$ cat src/rtl/spi_leader_if.sv
// Host-side and serial-side signals of the SPI leader, bundled for a single port.
// master is the leader itself; slave is whatever drives requests and MISO.
interface spi_leader_if #(
    parameter int DATA_LEN = 8
);
    logic                start;
    logic [DATA_LEN-1:0] tx_data;
    logic                miso;
    logic                sclk;
    logic                cs;
    logic                mosi;
    logic [DATA_LEN-1:0] rx_data;
    logic                busy;
    logic                done;

    modport master (
        input  start, tx_data, miso,
        output sclk, cs, mosi, rx_data, busy, done
    );

    modport slave (
        output start, tx_data, miso,
        input  sclk, cs, mosi, rx_data, busy, done
    );
endinterface

$ cat src/rtl/spi_leader.sv
// SPI leader, mode 0 (CPOL=0), LSB first, chip select active low.
// Every output is a register loaded from the next-state logic, so nothing glitches.
module spi_leader #(
    parameter int DATA_LEN = 8,
    parameter int CLK_DIV  = 2
) (
    input  logic         clk,
    input  logic         rst,
    spi_leader_if.master bus
);
    localparam int BIT_W = (DATA_LEN > 1) ? $clog2(DATA_LEN) : 1;
    localparam logic [7:0]       DIV_LAST = 8'(CLK_DIV - 1);
    localparam logic [BIT_W-1:0] BIT_LAST = BIT_W'(DATA_LEN - 1);

    typedef enum logic [2:0] {
        IDLE,
        SETUP,
        SCLK_HI,
        SCLK_LO,
        HOLD,
        GAP
    } state_t;

    state_t              state_q, state_d;
    logic [7:0]          div_q, div_d;
    logic [BIT_W-1:0]    bit_q, bit_d;
    logic [DATA_LEN-1:0] tx_q, tx_d;
    logic [DATA_LEN-1:0] rx_shift_q, rx_shift_d;
    logic [DATA_LEN-1:0] rx_data_q, rx_data_d;
    logic                cs_q, cs_d;
    logic                sclk_q, sclk_d;
    logic                mosi_q, mosi_d;
    logic                busy_q, busy_d;
    logic                done_q, done_d;
    logic                div_last;

    assign div_last = (div_q == DIV_LAST);

    always_comb begin
        state_d    = state_q;
        div_d      = div_q;
        bit_d      = bit_q;
        tx_d       = tx_q;
        rx_shift_d = rx_shift_q;
        rx_data_d  = rx_data_q;
        cs_d       = cs_q;
        sclk_d     = sclk_q;
        mosi_d     = mosi_q;
        busy_d     = busy_q;
        done_d     = 1'b0;

        // One shared half-period divider; it restarts at every phase change.
        if (state_q != IDLE) begin
            div_d = div_last ? 8'd0 : div_q + 8'd1;
        end

        case (state_q)
            IDLE: begin
                if (bus.start) begin
                    tx_d    = bus.tx_data;
                    bit_d   = '0;
                    div_d   = 8'd0;
                    cs_d    = 1'b0;
                    mosi_d  = bus.tx_data[0];
                    busy_d  = 1'b1;
                    state_d = SETUP;
                end
            end
            SETUP: begin
                if (div_last) begin
                    sclk_d  = 1'b1;
                    state_d = SCLK_HI;
                end
            end
            SCLK_HI: begin
                // Sampling late in the high phase tolerates a slow follower.
                if (div_last) begin
                    rx_shift_d = {bus.miso, rx_shift_q[DATA_LEN-1:1]};
                    tx_d       = tx_q >> 1;
                    mosi_d     = tx_q[1];
                    sclk_d     = 1'b0;
                    state_d    = SCLK_LO;
                end
            end
            SCLK_LO: begin
                if (div_last) begin
                    if (bit_q == BIT_LAST) begin
                        state_d = HOLD;
                    end else begin
                        bit_d   = bit_q + 1'b1;
                        sclk_d  = 1'b1;
                        state_d = SCLK_HI;
                    end
                end
            end
            HOLD: begin
                if (div_last) begin
                    cs_d      = 1'b1;
                    mosi_d    = 1'b0;
                    rx_data_d = rx_shift_q;
                    done_d    = 1'b1;
                    state_d   = GAP;
                end
            end
            GAP: begin
                if (div_last) begin
                    busy_d  = 1'b0;
                    state_d = IDLE;
                end
            end
            default: begin
                state_d = IDLE;
                cs_d    = 1'b1;
                sclk_d  = 1'b0;
                mosi_d  = 1'b0;
                busy_d  = 1'b0;
            end
        endcase
    end

    always_ff @(posedge clk) begin
        if (rst) begin
            state_q    <= IDLE;
            div_q      <= 8'd0;
            bit_q      <= '0;
            tx_q       <= '0;
            rx_shift_q <= '0;
            rx_data_q  <= '0;
            cs_q       <= 1'b1;
            sclk_q     <= 1'b0;
            mosi_q     <= 1'b0;
            busy_q     <= 1'b0;
            done_q     <= 1'b0;
        end else begin
            state_q    <= state_d;
            div_q      <= div_d;
            bit_q      <= bit_d;
            tx_q       <= tx_d;
            rx_shift_q <= rx_shift_d;
            rx_data_q  <= rx_data_d;
            cs_q       <= cs_d;
            sclk_q     <= sclk_d;
            mosi_q     <= mosi_d;
            busy_q     <= busy_d;
            done_q     <= done_d;
        end
    end

    assign bus.sclk    = sclk_q;
    assign bus.cs      = cs_q;
    assign bus.mosi    = mosi_q;
    assign bus.rx_data = rx_data_q;
    assign bus.busy    = busy_q;
    assign bus.done    = done_q;
endmodule
$ cat src/flat_wrapper.sv
// flat-port wrapper written by rule: the top's interface ports become plain ports
module spi_leader_flat 
#(
    parameter int DATA_LEN = 8,
    parameter int CLK_DIV  = 2
)
  (clk, rst, bus_start, bus_tx_data, bus_miso, bus_sclk, bus_cs, bus_mosi, bus_rx_data, bus_busy, bus_done);
  spi_leader_if #(.DATA_LEN(DATA_LEN)) bus_i ();
  input  logic clk;
  input  logic rst;
  input wire logic [$bits(bus_i.start)-1:0] bus_start;
  input wire logic [$bits(bus_i.tx_data)-1:0] bus_tx_data;
  input wire logic [$bits(bus_i.miso)-1:0] bus_miso;
  output wire logic [$bits(bus_i.sclk)-1:0] bus_sclk;
  output wire logic [$bits(bus_i.cs)-1:0] bus_cs;
  output wire logic [$bits(bus_i.mosi)-1:0] bus_mosi;
  output wire logic [$bits(bus_i.rx_data)-1:0] bus_rx_data;
  output wire logic [$bits(bus_i.busy)-1:0] bus_busy;
  output wire logic [$bits(bus_i.done)-1:0] bus_done;
  assign bus_i.start = bus_start;
  assign bus_i.tx_data = bus_tx_data;
  assign bus_i.miso = bus_miso;
  assign bus_sclk = bus_i.sclk;
  assign bus_cs = bus_i.cs;
  assign bus_mosi = bus_i.mosi;
  assign bus_rx_data = bus_i.rx_data;
  assign bus_busy = bus_i.busy;
  assign bus_done = bus_i.done;
  spi_leader #(.DATA_LEN(DATA_LEN), .CLK_DIV(CLK_DIV)) u_core (.clk(clk), .rst(rst), .bus(bus_i));
endmodule
$ cat config.mk
export PLATFORM = sky130hd
export DESIGN_NAME = spi_leader_flat
export DESIGN_NICKNAME = d
export VERILOG_FILES = /design/src/rtl/spi_leader_if.sv /design/src/rtl/spi_leader.sv /design/src/flat_wrapper.sv
export SDC_FILE = /design/constraint.sdc
export NUM_CORES = 1
export LEC_CHECK = 0
export ABC_AREA = 1
export CAP_MARGIN = 10
export CORE_ASPECT_RATIO = 0.6
export CORE_UTILIZATION = 40
export DETAILED_ROUTE_END_ITERATION = 8
export PLACE_DENSITY_LB_ADDON = 0.25
export SYNTH_ARGS = -nofsm -noshare
export SYNTH_HDL_FRONTEND = slang
export SYNTH_SLANG_ARGS = --single-unit
$ cat constraint.sdc
create_clock -name clk -period 3.8 [get_ports clk]
set_clock_uncertainty 0.1 [all_clocks]
set_input_delay 0.76 -clock clk [delete_from_list [all_inputs] [get_ports clk]]
set_output_delay 0.76 -clock clk [all_outputs]
set_load 0.01 [all_outputs]
==> impl_results.md <==
- Met2 usage: 0.2408
- Vert. Die Dim: between 50 and 60 um
- First-pass GRT wire length: 7458 um
- Placer congestion estimate: 0.8361
- Cts bufs inserted: 5
- Die Span X: 95.23 um
- Fmax: ~420 MHz
- Clock Tree Buf Depth: 2
- Synth top area share: 0.4031
- Distinct cells, synth: 32
- RSZ-0062 raised after global routing: no
- Status: complete, no violations
- Die Area: ~0.0055 sq mm
- Worst setup SP type: input port
- Cells after Synth: 299
- Syn avg cell area: ~7 sq um
- Most used routing layer: met1
- CP endpoint kind: flip-flop
- Hold_buf cts: 0
- Net Sw Frac: 0.3977
- Final worst-path cycle share: 0.6312
- Detailed-route via count: around 1,800
- GRT overflow: 0
- Worst-Margin Slew: around 0.9 ns
- Final hold violations: 0
- Initial drt markers: 107
- Post-DP HPWL: 3008 um
- Layout area overhead: 18.60%
- Antenna violations before repair: 0
- CTS tree: done
- N_diodes: 0
- Rows: 19
- Crit Path Class: in -> reg
- Clk pwr share: 0.227
- Ports: 25
- Comb power frac: 0.392
- H-tree depth: 2
- Cell leakage power: 0.001188 uW
- Setup WS pre-CTS: 1.080 ns
- Tmin final: around 2.4 ns
- Crit Path Max Fanout: 32
- Cell Area, Synth: 0.002086 sq mm
- Cell taking the most area after synthesis: dfxtp_1
- Post-CTS setup buffers: 0
- Yosys reg bits: 42
- Sequential Power Share: 0.381
- WL final: 4362 um
- Post-synthesis sequential area ratio: 0.4031
- Vias per cell: 4.698
- Power per Cell Area: 649.6 mW/mm^2
- Gr usage total: 0.1795
- Max-Cap Viols: 0
- Later-pin clock latency in the skew report: 0.31 ns
- Final setup fails: 0
- Synth top area cells: dfxtp_1 (40%), nand2_1 (11%), nor2_1 (11%), o21ai_0 (6.5%), inv_1 (5.9%)
- Core area: 0.004778 sq mm
- Internal power: 967.8 uW
- Root buffer cell: clkbuf_8
- Yosys warning count: 0
- Number of nets in the layout: about 340
- Pre-antenna DRT Iters: 4
- Fin Setup TNS: 0 ns
- Setup ws final: ~1.4 ns
- Antenna-violating nets left: 0
- Reg clk slew, reported paths: 0.08 ns
- Worst vdd ir: around 0.26 mV
- Min-delay worst type: reg -> reg
- Met3 usage: 0.04987
- Largest net degree at the start of global routing: 33
- Net count after synthesis: about 320
- # DRC: 0
- IO buf count: 24
- Vias in the first global route: ~1,600
- Clock sinks: 42
- Met1 Usage GRT: 0.2678
- Initial core utilization: 0.4365
- NetSw: 639.0 uW
- Avg WL per Cell: 11.27 um
- Slew Limit Fails: 0
- Share of cells above drive strength 1: 0.1019
- Worst slew margin: 0.4168
- Post_cts resized: 0
- CP Data Arrival Time: between 2 and 3 ns
- Req. time, crit path: 3.95 ns
==> cells by family after synthesis <==
logic type / after synthesis / synth area share
and+or+nand+nor: 159 / 0.3551
AOI/OAI and AO/OA: 47 / 0.1248
buffers and inverters: 47 / 0.09298
DFF: 42 / 0.4031
adders and majority gates: 4 / 0.02400
==> sequential cells by signal, summed over array words and instances (netlist names) <==
register            flops
u_core.bit_q            3
u_core.tx_q             7
u_core.bus.sclk         1
u_core.bus.rx_data      8
u_core.bus.cs           1
u_core.bus.mosi         1
u_core.div_q            8
u_core.bus.busy         1
u_core.state_q          3
u_core.bus.done         1
u_core.rx_shift_q       8
==> worst max-delay path: stages <==
cell	delay, ns
clkdlybuf4s50_1	0.64
inv_1	0.76
o21ai_0	0.24
nor2_1	0.13
==> worst paths after layout <==
kind	from	end	slack (ns)	cells past startpoint
setup / recovery	rst	u_core.rx_shift_q[3]$_SDFFE_PP0P_	1.40	4
hold / removal	u_core.bus.busy$_SDFFE_PP0P_	u_core.bus.busy$_SDFFE_PP0P_	0.35	2
setup reg to reg	u_core.state_q[1]$_SDFFE_PP0P_	u_core.rx_shift_q[2]$_SDFFE_PP0P_	2.10	5
hold reg to reg	u_core.bus.busy$_SDFFE_PP0P_	u_core.bus.busy$_SDFFE_PP0P_	0.35	2
==> power groups by stage <==
stage               Combinational, uW  Clock (uW)  Sequential (uW)
global route                      723         389              623
floorplan                         491           0              608
global placement                  618           0              621
finish                            631         365              612
detailed placement                626           0              621
CTS                               630         369              611
==> per-layer routing <==
metal / part of all wire / routed length, um / vias to the layer above
met5: 0 / 0 / -
met2: 0.39 / 1721 / 38
met1: 0.54 / 2367 / 788
li1: - / - / 987
met4: 0.012 / 51 / 0
met3: 0.051 / 221 / 5
==> per-stage QoR <==
step | total power (uW) | util | area (sq um) | hold WS [ns] | instances
final | 1607 | 0.5177 | 2474 | 0.3450 | 387
after global routing | 1736 | 0.5177 | 2474 | 0.3804 | 387
after floorplan | 1098 | - | 2086 | 0.3438 | 299
after global placement | 1239 | 0.4946 | 2364 | 0.3376 | 379
after CTS | 1610 | 0.5177 | 2474 | 0.3484 | 387
after detailed placement | 1247 | 0.4946 | 2364 | 0.3358 | 379
==> Yosys cell counts <==
master	number
nor2_8	2
nor2_4	4
buf_4	2
nor2_1	60
buf_6	1
buf_1	2
nor2_2	2
inv_1	33
inv_4	1
a21oi_1	11
nand4_1	1
nand2_4	2
dfxtp_1	42
clkbuf_1	2
o21ai_2	1
clkinv_1	1
nand3_1	17
inv_2	5
nand3_2	1
nand3_4	1
o2111ai_1	1
nand2_2	5
or2_0	1
a22oi_1	1
and2_1	1
o21a_1	1
nand2_1	62
ha_1	4
o22ai_1	2
a21oi_2	2
a211oi_1	1
o21ai_0	27
==> layout by cell type (no fill, tap or decap), drive strengths merged, types with 2 or more instances in the layout <==
master,count
nand3,19
o21ai,28
inv,39
nor2,68
clkdlybuf4s50,24
a21oi,13
clkbuf,6
nand2,69
ha,4
dfxtp,42
o22ai,2
==> layout make-up <==
class | instances | area [sq um]
clock buffers | 6 | 72.57
well taps | 63 | 78.83
fillers | 472 | 2305
multi-input cells | 210 | 1051
clock inverters | 2 | 37.54
inverters | 40 | 152.6
flip-flops and latches | 42 | 840.8
repair buffers | 24 | 240.2
(Power assumes the default switching activity.)
